### config.mk
export PLATFORM = sky130hd
export DESIGN_NAME = div_unit_hs
export DESIGN_NICKNAME = d
export VERILOG_FILES = /design/src/rtl/div_unit_hs.sv
export SDC_FILE = /design/constraint.sdc
export NUM_CORES = 1
export LEC_CHECK = 0
export ABC_AREA = 1
export BUFFER_PORTS_ARGS = -buffer_cell sky130_fd_sc_hd__buf_4
export CAP_MARGIN = 20
export CORE_UTILIZATION = 30
export DETAILED_ROUTE_END_ITERATION = 10
export REMOVE_ABC_BUFFERS = 1
export SYNTH_ARGS = -nofsm -noshare
export SYNTH_HDL_FRONTEND = slang
export SYNTH_SLANG_ARGS = --single-unit
### constraint.sdc
create_clock -name clk -period 4 [get_ports clk]
set_input_delay 0.2 -clock clk [delete_from_list [all_inputs] [get_ports clk]]
set_output_delay 0.2 -clock clk [all_outputs]
set_load 0.05 [all_outputs]
### src/rtl/div_unit_hs.sv
// Iterative radix-4 restoring integer divider with valid/ready handshakes, tag pass-through,
// flush, resolved divide-by-zero / signed-overflow cases and optional leading-zero skipping.
module div_unit_hs #(
    parameter int WIDTH   = 32,
    parameter int ID_W    = 4,
    parameter int SKIP_EN = 1
) (
    input  logic             clk,
    input  logic             rst_n,
    input  logic             in_valid,
    output logic             in_ready,
    input  logic [WIDTH-1:0] in_a,
    input  logic [WIDTH-1:0] in_b,
    input  logic             in_sign,
    input  logic [ID_W-1:0]  in_id,
    input  logic             flush,
    output logic             out_valid,
    input  logic             out_ready,
    output logic [WIDTH-1:0] out_q,
    output logic [WIDTH-1:0] out_r,
    output logic [ID_W-1:0]  out_id,
    output logic             busy
);

    localparam int CW = $clog2(WIDTH) + 2;
    localparam int PW = 2 * WIDTH + 16;

    typedef enum logic [1:0] {
        IDLE = 2'd0,
        CALC = 2'd1,
        DONE = 2'd2
    } state_t;

    state_t             state_q, state_d;
    logic [WIDTH-1:0]   p_q, p_d;
    logic [WIDTH-1:0]   a_q, a_d;
    logic [WIDTH-1:0]   quo_q, quo_d;
    logic [WIDTH+1:0]   b1_q, b1_d, b2_q, b2_d, b3_q, b3_d;
    logic [CW-1:0]      rem_q, rem_d;
    logic               neg_quo_q, neg_quo_d, neg_rem_q, neg_rem_d;
    logic [ID_W-1:0]    id_q, id_d;
    logic [WIDTH-1:0]   res_quo_q, res_quo_d, res_rem_q, res_rem_d;
    logic [ID_W-1:0]    res_id_q, res_id_d;

    logic [PW-1:0]      pa_s, c16_s, c8_s, c4_s, b_ext_s, cand_s;
    logic [4:0]         sh_s;
    logic [WIDTH+1:0]   p4_s;
    logic [1:0]         digit_s;
    logic [WIDTH-1:0]   p_rad_s;
    logic [WIDTH-1:0]   step_p_s, step_a_s, step_quo_s;
    logic [CW-1:0]      step_rem_s;
    logic [WIDTH-1:0]   a_abs_s, b_abs_s;
    logic               div0_s, ovf_s;

    assign in_ready  = (state_q == IDLE) & ~flush;
    assign out_valid = (state_q == DONE);
    assign busy      = (state_q != IDLE);
    assign out_q     = res_quo_q;
    assign out_r     = res_rem_q;
    assign out_id    = res_id_q;

    // One iteration step: either a zero-digit skip of 16/8/4 bits or a radix-4 digit.
    always_comb begin
        pa_s    = {p_q, a_q, 16'h0000};
        c16_s   = pa_s >> WIDTH;
        c8_s    = pa_s >> (WIDTH + 8);
        c4_s    = pa_s >> (WIDTH + 12);
        b_ext_s = {{(WIDTH + 16){1'b0}}, b1_q[WIDTH-1:0]};
        sh_s    = 5'd0;
        cand_s  = c4_s;
        if ((SKIP_EN != 0) && (WIDTH > 16) && (rem_q >= CW'(16)) && (c16_s < b_ext_s)) begin
            sh_s   = 5'd16;
            cand_s = c16_s;
        end else if ((SKIP_EN != 0) && (rem_q >= CW'(8)) && (c8_s < b_ext_s)) begin
            sh_s   = 5'd8;
            cand_s = c8_s;
        end else if ((SKIP_EN != 0) && (rem_q >= CW'(4)) && (c4_s < b_ext_s)) begin
            sh_s   = 5'd4;
            cand_s = c4_s;
        end else begin
            sh_s   = 5'd0;
            cand_s = c4_s;
        end

        p4_s = {p_q, a_q[WIDTH-1:WIDTH-2]};
        if ({1'b0, p4_s} >= {1'b0, b3_q}) begin
            digit_s = 2'd3;
            p_rad_s = p4_s[WIDTH-1:0] - b3_q[WIDTH-1:0];
        end else if ({1'b0, p4_s} >= {1'b0, b2_q}) begin
            digit_s = 2'd2;
            p_rad_s = p4_s[WIDTH-1:0] - b2_q[WIDTH-1:0];
        end else if ({1'b0, p4_s} >= {1'b0, b1_q}) begin
            digit_s = 2'd1;
            p_rad_s = p4_s[WIDTH-1:0] - b1_q[WIDTH-1:0];
        end else begin
            digit_s = 2'd0;
            p_rad_s = p4_s[WIDTH-1:0];
        end

        if (sh_s != 5'd0) begin
            step_p_s   = cand_s[WIDTH-1:0];
            step_a_s   = a_q << sh_s;
            step_quo_s = quo_q << sh_s;
            step_rem_s = rem_q - CW'(sh_s);
        end else begin
            step_p_s   = p_rad_s;
            step_a_s   = a_q << 2;
            step_quo_s = {quo_q[WIDTH-3:0], digit_s};
            step_rem_s = rem_q - CW'(2);
        end
    end

    // Operand magnitudes and special-case detection at accept time.
    always_comb begin
        a_abs_s = (in_sign & in_a[WIDTH-1]) ? (-in_a) : in_a;
        b_abs_s = (in_sign & in_b[WIDTH-1]) ? (-in_b) : in_b;
        div0_s  = (in_b == {WIDTH{1'b0}});
        ovf_s   = in_sign & (in_a == {1'b1, {(WIDTH-1){1'b0}}}) & (in_b == {WIDTH{1'b1}});
    end

    // Next-state and datapath control; flush overrides every transition.
    always_comb begin
        state_d   = state_q;
        p_d       = p_q;
        a_d       = a_q;
        quo_d     = quo_q;
        b1_d      = b1_q;
        b2_d      = b2_q;
        b3_d      = b3_q;
        rem_d     = rem_q;
        neg_quo_d = neg_quo_q;
        neg_rem_d = neg_rem_q;
        id_d      = id_q;
        res_quo_d = res_quo_q;
        res_rem_d = res_rem_q;
        res_id_d  = res_id_q;
        case (state_q)
            IDLE: begin
                if (in_valid & in_ready) begin
                    neg_quo_d = in_sign & (in_a[WIDTH-1] ^ in_b[WIDTH-1]);
                    neg_rem_d = in_sign & in_a[WIDTH-1];
                    p_d       = {WIDTH{1'b0}};
                    a_d       = a_abs_s;
                    quo_d     = {WIDTH{1'b0}};
                    b1_d      = {2'b00, b_abs_s};
                    b2_d      = {1'b0, b_abs_s, 1'b0};
                    b3_d      = {2'b00, b_abs_s} + {1'b0, b_abs_s, 1'b0};
                    rem_d     = CW'(WIDTH);
                    id_d      = in_id;
                    if (div0_s) begin
                        res_quo_d = {WIDTH{1'b1}};
                        res_rem_d = in_a;
                        res_id_d  = in_id;
                        state_d   = DONE;
                    end else if (ovf_s) begin
                        res_quo_d = in_a;
                        res_rem_d = {WIDTH{1'b0}};
                        res_id_d  = in_id;
                        state_d   = DONE;
                    end else begin
                        state_d = CALC;
                    end
                end else begin
                    state_d = IDLE;
                end
            end
            CALC: begin
                p_d   = step_p_s;
                a_d   = step_a_s;
                quo_d = step_quo_s;
                rem_d = step_rem_s;
                if (step_rem_s == {CW{1'b0}}) begin
                    res_quo_d = neg_quo_q ? (-step_quo_s) : step_quo_s;
                    res_rem_d = neg_rem_q ? (-step_p_s) : step_p_s;
                    res_id_d  = id_q;
                    state_d   = DONE;
                end else begin
                    state_d = CALC;
                end
            end
            DONE: begin
                if (out_ready) begin
                    state_d = IDLE;
                end else begin
                    state_d = DONE;
                end
            end
            default: begin
                state_d = IDLE;
            end
        endcase
        if (flush) begin
            state_d = IDLE;
        end else begin
            state_d = state_d;
        end
    end

    // State and datapath registers with synchronous active-low reset.
    always_ff @(posedge clk) begin
        if (!rst_n) begin
            state_q   <= IDLE;
            p_q       <= {WIDTH{1'b0}};
            a_q       <= {WIDTH{1'b0}};
            quo_q     <= {WIDTH{1'b0}};
            b1_q      <= {(WIDTH + 2){1'b0}};
            b2_q      <= {(WIDTH + 2){1'b0}};
            b3_q      <= {(WIDTH + 2){1'b0}};
            rem_q     <= {CW{1'b0}};
            neg_quo_q <= 1'b0;
            neg_rem_q <= 1'b0;
            id_q      <= {ID_W{1'b0}};
            res_quo_q <= {WIDTH{1'b0}};
            res_rem_q <= {WIDTH{1'b0}};
            res_id_q  <= {ID_W{1'b0}};
        end else begin
            state_q   <= state_d;
            p_q       <= p_d;
            a_q       <= a_d;
            quo_q     <= quo_d;
            b1_q      <= b1_d;
            b2_q      <= b2_d;
            b3_q      <= b3_d;
            rem_q     <= rem_d;
            neg_quo_q <= neg_quo_d;
            neg_rem_q <= neg_rem_d;
            id_q      <= id_d;
            res_quo_q <= res_quo_d;
            res_rem_q <= res_rem_d;
            res_id_q  <= res_id_d;
        end
    end

endmodule
### Word-level counts from Yosys, hierarchy flattened

Cells that the tools add are included.

| operators by class | value |
|---|---|
| shift-type cells | 2 |
| eq/ne operators | 7 |
| reduce and logical (&&, ||, !) cells | 13 |
| bitwise operators | 10 |
| add/subtract/negate cells | 10 |
| muxes and demuxes | 47 |
| $lt $le $gt $ge | 9 |

Operator list:

| operator | number |
|---|---|
| two-way mux 32 bit | 22 |
| one-hot mux 32 bit (2 select lines) | 5 |
| negator 32 bit | 4 |
| subtractor 32 bit | 3 |
| equality test 32 bit (second input constant) | 2 |
| << shifter 32 x 5 -> 32 bit | 2 |
| < comparator 48 x 32 -> 1 bit | 1 |
| < comparator 40 x 32 -> 1 bit | 1 |
| < comparator 36 x 32 -> 1 bit | 1 |
| adder 32 x 33 -> 34 bit | 1 |
| greater-or-equal comparator 34 x 32 -> 1 bit | 1 |
| greater-or-equal comparator 34 x 33 -> 1 bit | 1 |
| greater-or-equal comparator 34 bit | 1 |
| zero test 32 bit | 1 |
| two-way mux 4 bit | 4 |
| two-way mux 2 bit | 7 |
| two-way mux 7 bit | 2 |
| one-hot mux 7 bit (2 select lines) | 1 |
| two-way mux 5 bit | 2 |
| one-hot mux 4 bit (2 select lines) | 1 |
| AND 1 bit | 7 |
| greater-or-equal comparator 7 x 3 -> 1 bit (second input constant) | 1 |
| greater-or-equal comparator 7 x 4 -> 1 bit (second input constant) | 1 |
| greater-or-equal comparator 7 x 5 -> 1 bit (second input constant) | 1 |
| 20 further kinds | 25 |

| word-level totals | value |
|---|---|
| flip-flop bits (word level) | 245 |
| output and inout bits | 71 |
| input port bits | 74 |
| logic and storage cells | 111 |

### Logic depth before layout (Yosys ltp)

| depth | value |
|---|---|
| word-level depth | 11 |
| gate-level depth with buffers | 34 |
| gate-level depth less buffers | 32 |

### Worst setup path before layout

Ideal clock, no wire load.

| timing | value |
|---|---|
| path type | reg2reg |
| start | register p_q[15] |
| end | register res_quo_q[25] (netlist: out_q[25]) |
| period minus slack after synthesis | 4.211 ns |
| buffers on the path | 6 |
| path slack | -0.211 ns |
| required time | 3.891 ns |
| setup time | 0.109 ns |
| cell stages (with the launch flop) | 28 |
| arrival | 4.102 ns |
| path through | dfxtp_1 > ha_1 > nand2_1 > nor2_1 > nand4_1 > nor3_2 > nand2_2 > nand2_4 > buf_8 > buf_2 > buf_2 > buf_2 > buf_2 > ha_1 > a21oi_1 > nand2_1 > xor2_1 > nand2_1 > nand2_1 > nor3_2 > nand3_1 > nand2_2 > nand3_4 > nor2_4 > buf_2 > nand3_1 > nand2_1 > inv_1 |

| on the way | value |
|---|---|
| word-level cells in the longest chain between the ends | 11 |
| elaborated cells on any way between the ends | 27 |
| classes of those cells | add/sub (2); order compare (6); eq/ne (1); shift (1); mux (11); reduce/logical (6) |

RTL lines:

| element | line | source |
|---|---|---|
| start, declared | 35 | `logic [WIDTH-1:0] p_q, p_d;` |
| start signal, assigned | 203 | `p_q <= {WIDTH{1'b0}};` |
| start signal, assigned | 218 | `p_q <= p_d;` |
| < comparator 36 x 32 -> 1 bit | 77 | `end else if ((SKIP_EN != 0) && (rem_q >= CW'(4)) && (c4_s < b_ext_s)) begin` |
| logical AND 1 bit | 77 |  |
| two-way mux 3 bit | 77 |  |
| two-way mux 5 bit | 74 | `end else if ((SKIP_EN != 0) && (rem_q >= CW'(8)) && (c8_s < b_ext_s)) begin` |
| two-way mux 5 bit | 71 | `if ((SKIP_EN != 0) && (WIDTH > 16) && (rem_q >= CW'(16)) && (c16_s < b_ext_s)) begin` |
| << shifter 32 x 5 -> 32 bit / nonzero test 5 bit (equally long branches) | 103, 100 |  |
| two-way mux 32 bit | 100 | `if (sh_s != 5'd0) begin` |
| negator 32 bit | 173 | `res_quo_d = neg_quo_q ? (-step_quo_s) : step_quo_s;` |
| two-way mux 32 bit | 173 |  |
| two-way mux 32 bit | 172 | `if (step_rem_s == {CW{1'b0}}) begin` |
| one-hot mux 32 bit (2 select lines) | 137 | `case (state_q)` |
| end signal, assigned | 213 | `res_quo_q <= {WIDTH{1'b0}};` |
| end signal, assigned | 228 | `res_quo_q <= res_quo_d;` |
| end, declared | 42 | `logic [WIDTH-1:0] res_quo_q, res_quo_d, res_rem_q, res_rem_d;` |

Parallel ways exist; a longest one is shown, timed or not. The select of a mux whose other input is x is not followed.
A chain may end at the register's enable or synchronous reset.

### Worst setup path in the final report

| timing | value |
|---|---|
| start | register b1_q[22] |
| end | register res_quo_q[24] (netlist: out_q[24]) |

| on the way | value |
|---|---|
| word-level cells in the longest chain between the ends | 11 |
| elaborated cells on any way between the ends | 26 |
| classes of those cells | add/sub (2); order compare (5); eq/ne (1); shift (1); mux (11); reduce/logical (6) |

RTL lines:

| element | line | source |
|---|---|---|
| start, declared | 38 | `logic [WIDTH+1:0] b1_q, b1_d, b2_q, b2_d, b3_q, b3_d;` |
| start signal, assigned | 206 | `b1_q <= {(WIDTH + 2){1'b0}};` |
| < comparator 36 x 32 -> 1 bit | 77 |  |
| logical AND 1 bit | 77 |  |
| two-way mux 3 bit | 77 |  |
| two-way mux 5 bit | 74 |  |
| two-way mux 5 bit | 71 |  |
| << shifter 32 x 5 -> 32 bit / nonzero test 5 bit (equally long branches) | 103, 100 |  |
| two-way mux 32 bit | 100 |  |
| negator 32 bit | 173 |  |
| two-way mux 32 bit | 173 |  |
| two-way mux 32 bit | 172 |  |
| one-hot mux 32 bit (2 select lines) | 137 |  |

Parallel ways exist; a longest one is shown, timed or not. The select of a mux whose other input is x is not followed.

==> run summary <==
Site Rows: 110
outcome: complete, but fails checks
Max VDD drop: 0.000325 V
total track usage: 28.7%
NumNets Final: 5794
Gate Count Post-Synth: 4538
Tmin final: 4.06 ns
post-synthesis sequential area ratio: 17.8%
Setup crit start kind: register
PortBufs: 144
CP endpoint kind: register
CTS clk-pin slew, worst paths: 0.06 ns
relative slew slack: 32.4%
#FFs+latches synth: 243
Die H: 304 um
Routed Antenna Nets: 0
via count: 35700
initial antenna violation count: 3
CTS Root Cell: clkbuf_16
H-tree depth: 1
count of final hold-check violations: 0
GP Congestion: 1.08
Congestion Overflow GR: 0
critical path required time: 4.53 ns
per-cell routed wire length: 21.1 um
Post-Synth Adder-Cell Area: 11.0%
WS Path Type: register to register
synth warn: 0
Sink Count: 243
vias per std cell: 5.34
Critical Path AT: 4.59 ns
die area: 92400 um^2
CTS tree: done
number of iterations in the first detailed-routing pass: 7
initial drt markers: 3541
Post-synth EDFFs: 0
Async SR Flop Fraction: 0%
io pins: 145
layout cell share with drive strength beyond 1: 28.5%
Avg Inst Size Synth: 6.03 um^2
Synth Cell Area: 27300 um^2
diode count: 0
final worst-path setup slack: -0.0596 ns
Max Buffers Root-to-Sink: 3
core region area: 90100 um^2
power per cell area: 553 nW/um^2
failing checks: setup timing
initial core utilization: 30.3%
met2 WL: 59100 um
fin. max-slew vios: 0
Place WS: -0.624 ns
drt drc: 0
Crit Path Max Fanout: 7
top sig layer: met5
crit share post-route: 101%
first-pass GRT wire length: 204000 um
final wirelength: 141000 um
prevailing post-synth register cell: dfxtp_1
Fmax achieved: 246 MHz
die width: 304 um
max-cap violations: 0
Area Growth Syn to Fin: 44.4%
Final Setup Violations: 31
largest family of logic cells by synthesized area: simple AND/OR/NAND/NOR gates
Worst Tran Pin Value: 1.01 ns
met3 wire len: 12200 um
setup repair after global routing missed its margin: true
CTS buffer count: 29
leakage power: 19.6 nW
simple-gate area share of the yosys netlist: 34.3%
Post-Route Utilization: 43.8%
post-synthesis mux area share: 0%
Synth Area in XOR/XNOR: 4.39%
HPWL Detailed: 111000 um
clk_lat worst skew: 0.63 ns
vias in the first global route: 32700
post-layout instance count excluding filler cells: 6679
WL met1: 62000 um
largest net degree at the start of global routing: 90
dpl cells: 6522
Worst Skew: 0.0430 ns
Hold Crit Class: primary input to register
Cell variety after synth: 71
Synth Area in Compound Gates: 21.5%
==> logic make-up after synthesis <==
| logic type | after synthesis |
|---|---|
| buf+inv | 733 |
| simple gates | 2139 |
| fa+ha+maj | 238 |
| compound gates | 1048 |
| flops | 243 |
| xor+xnor | 137 |
==> through the flow <==
stage                     total power (W)  instance area, um^2  hold WS, ns  TNS [ns]
after global placement             0.0168                35500        0.441    -18.69
after detailed placement           0.0168                35500        0.449    -21.87
after global routing               0.0230                39500       0.0171     -9.66
after CTS                          0.0202                37500     0.000243    -0.390
final                              0.0219                39500       0.0334    -0.825
after floorplan                   0.00999                26500        0.298   -276.13
==> worst paths after layout <==
| kind | startpoint | to | slack [ns] | cells past startpoint |
|---|---|---|---|---|
| worst min-delay path | in_a[30] | a_q[30]$_SDFFE_PN0P_ | 0.03 | 4 |
| worst min register to register | id_q[0]$_SDFFE_PN0P_ | id_q[0]$_SDFFE_PN0P_ | 0.46 | 2 |
| worst max register to register | b1_q[22]$_SDFFE_PN0P_ | out_q[24]$_SDFFE_PN0P_ | -0.06 | 23 |
| worst max-delay path | b1_q[22]$_SDFFE_PN0P_ | out_q[24]$_SDFFE_PN0P_ | -0.06 | 23 |
==> cell usage after synthesis, drive strengths merged (46+ instances only) <==
cell    instances  area (um^2)
inv           552         2080
nor3           46          265
o21ai         371         1890
xnor2          50          438
xor2           87          762
nand4          99          632
dfxtp         243         4860
buf            92          574
nand2        1128         4340
clkbuf         82          308
a21oi         443         2250
ha            233         2920
nand3         324         1720
nor2          484         2000
==> cell type report <==
| class | count | area (um^2) |
|---|---|---|
| clock inverters | 7 | 150 |
| fillers | 9506 | 50700 |
| multi-input cells | 3562 | 21000 |
| flip-flops and latches | 243 | 4930 |
| repair buffers | 1087 | 8960 |
| clock buffers | 45 | 836 |
| inverters | 559 | 2160 |
| well taps | 1176 | 1470 |
==> per-layer routing <==
layer | vias up | GRT usage, %
met4 | 4 | 12.4
met3 | 300 | 4.07
li1 | 17000 | -
met5 | - | 0
met2 | 1646 | 44.1
met1 | 16700 | 39.7
==> flip-flops by register name, indices dropped and copies added, names as in the netlist, 4 cells and up <==
name,cells
b3_q,34
a_q,32
out_q,32
out_r,32
p_q,32
quo_q,32
b1_q,31
rem_q,6
id_q,4
out_id,4
==> layout by cell type (no fill, tap or decap), types with 36 or more instances in the layout <==
| cell type | instances |
|---|---|
| a21oi_1 | 394 |
| a21oi_2 | 45 |
| a31oi_1 | 38 |
| buf_4 | 994 |
| clkbuf_16 | 42 |
| dfxtp_1 | 214 |
| ha_1 | 195 |
| inv_1 | 501 |
| inv_2 | 37 |
| nand2_1 | 1028 |
| nand2_2 | 82 |
| nand3_1 | 271 |
| nand3_2 | 42 |
| nand4_1 | 97 |
| nor2_1 | 418 |
| nor2_2 | 38 |
| nor3_1 | 36 |
| o21ai_0 | 273 |
| o21ai_1 | 71 |
| xnor2_1 | 49 |
| xor2_1 | 85 |
==> worst max-delay path: stages, from the launching register on <==
cell and delay (ns):
dfxtp_2 0.35, clkinvlp_4 0.22, ha_1 0.37, nand4_1 0.20, nor4_4 0.32, buf_4 0.20, a21oi_4 0.07, nand3_4 0.10
inv_4 0.04, ha_4 0.15, inv_2 0.06, fa_2 0.44, o21ai_2 0.14, inv_2 0.07, nor3_4 0.23, nand3_2 0.11
nand2_4 0.10, nand3_4 0.18, nor2_4 0.19, buf_12 0.16, buf_12 0.14, nand3_2 0.06, nand2_1 0.06, inv_1 0.03
==> power by group <==
group	internal, W	total [W]	switching [W]
Sequential	0.00256	0.00269	0.000130
Combinational	0.00656	0.0162	0.00969
Clock	0.00169	0.00291	0.00123
==> timing repair <==
item / 4_1_cts / 5_1_grt
pin swaps: 42 / 112
endpoints found under the hold margin: 32 / 0
setup buffers: 27 / 46
resized for setup: 138 / 363
endpoints found under the setup margin: 70 / 82
hold buffers: 25 / 0
gates cloned: 2 / 13
Power figures use the tool's default switching activity.
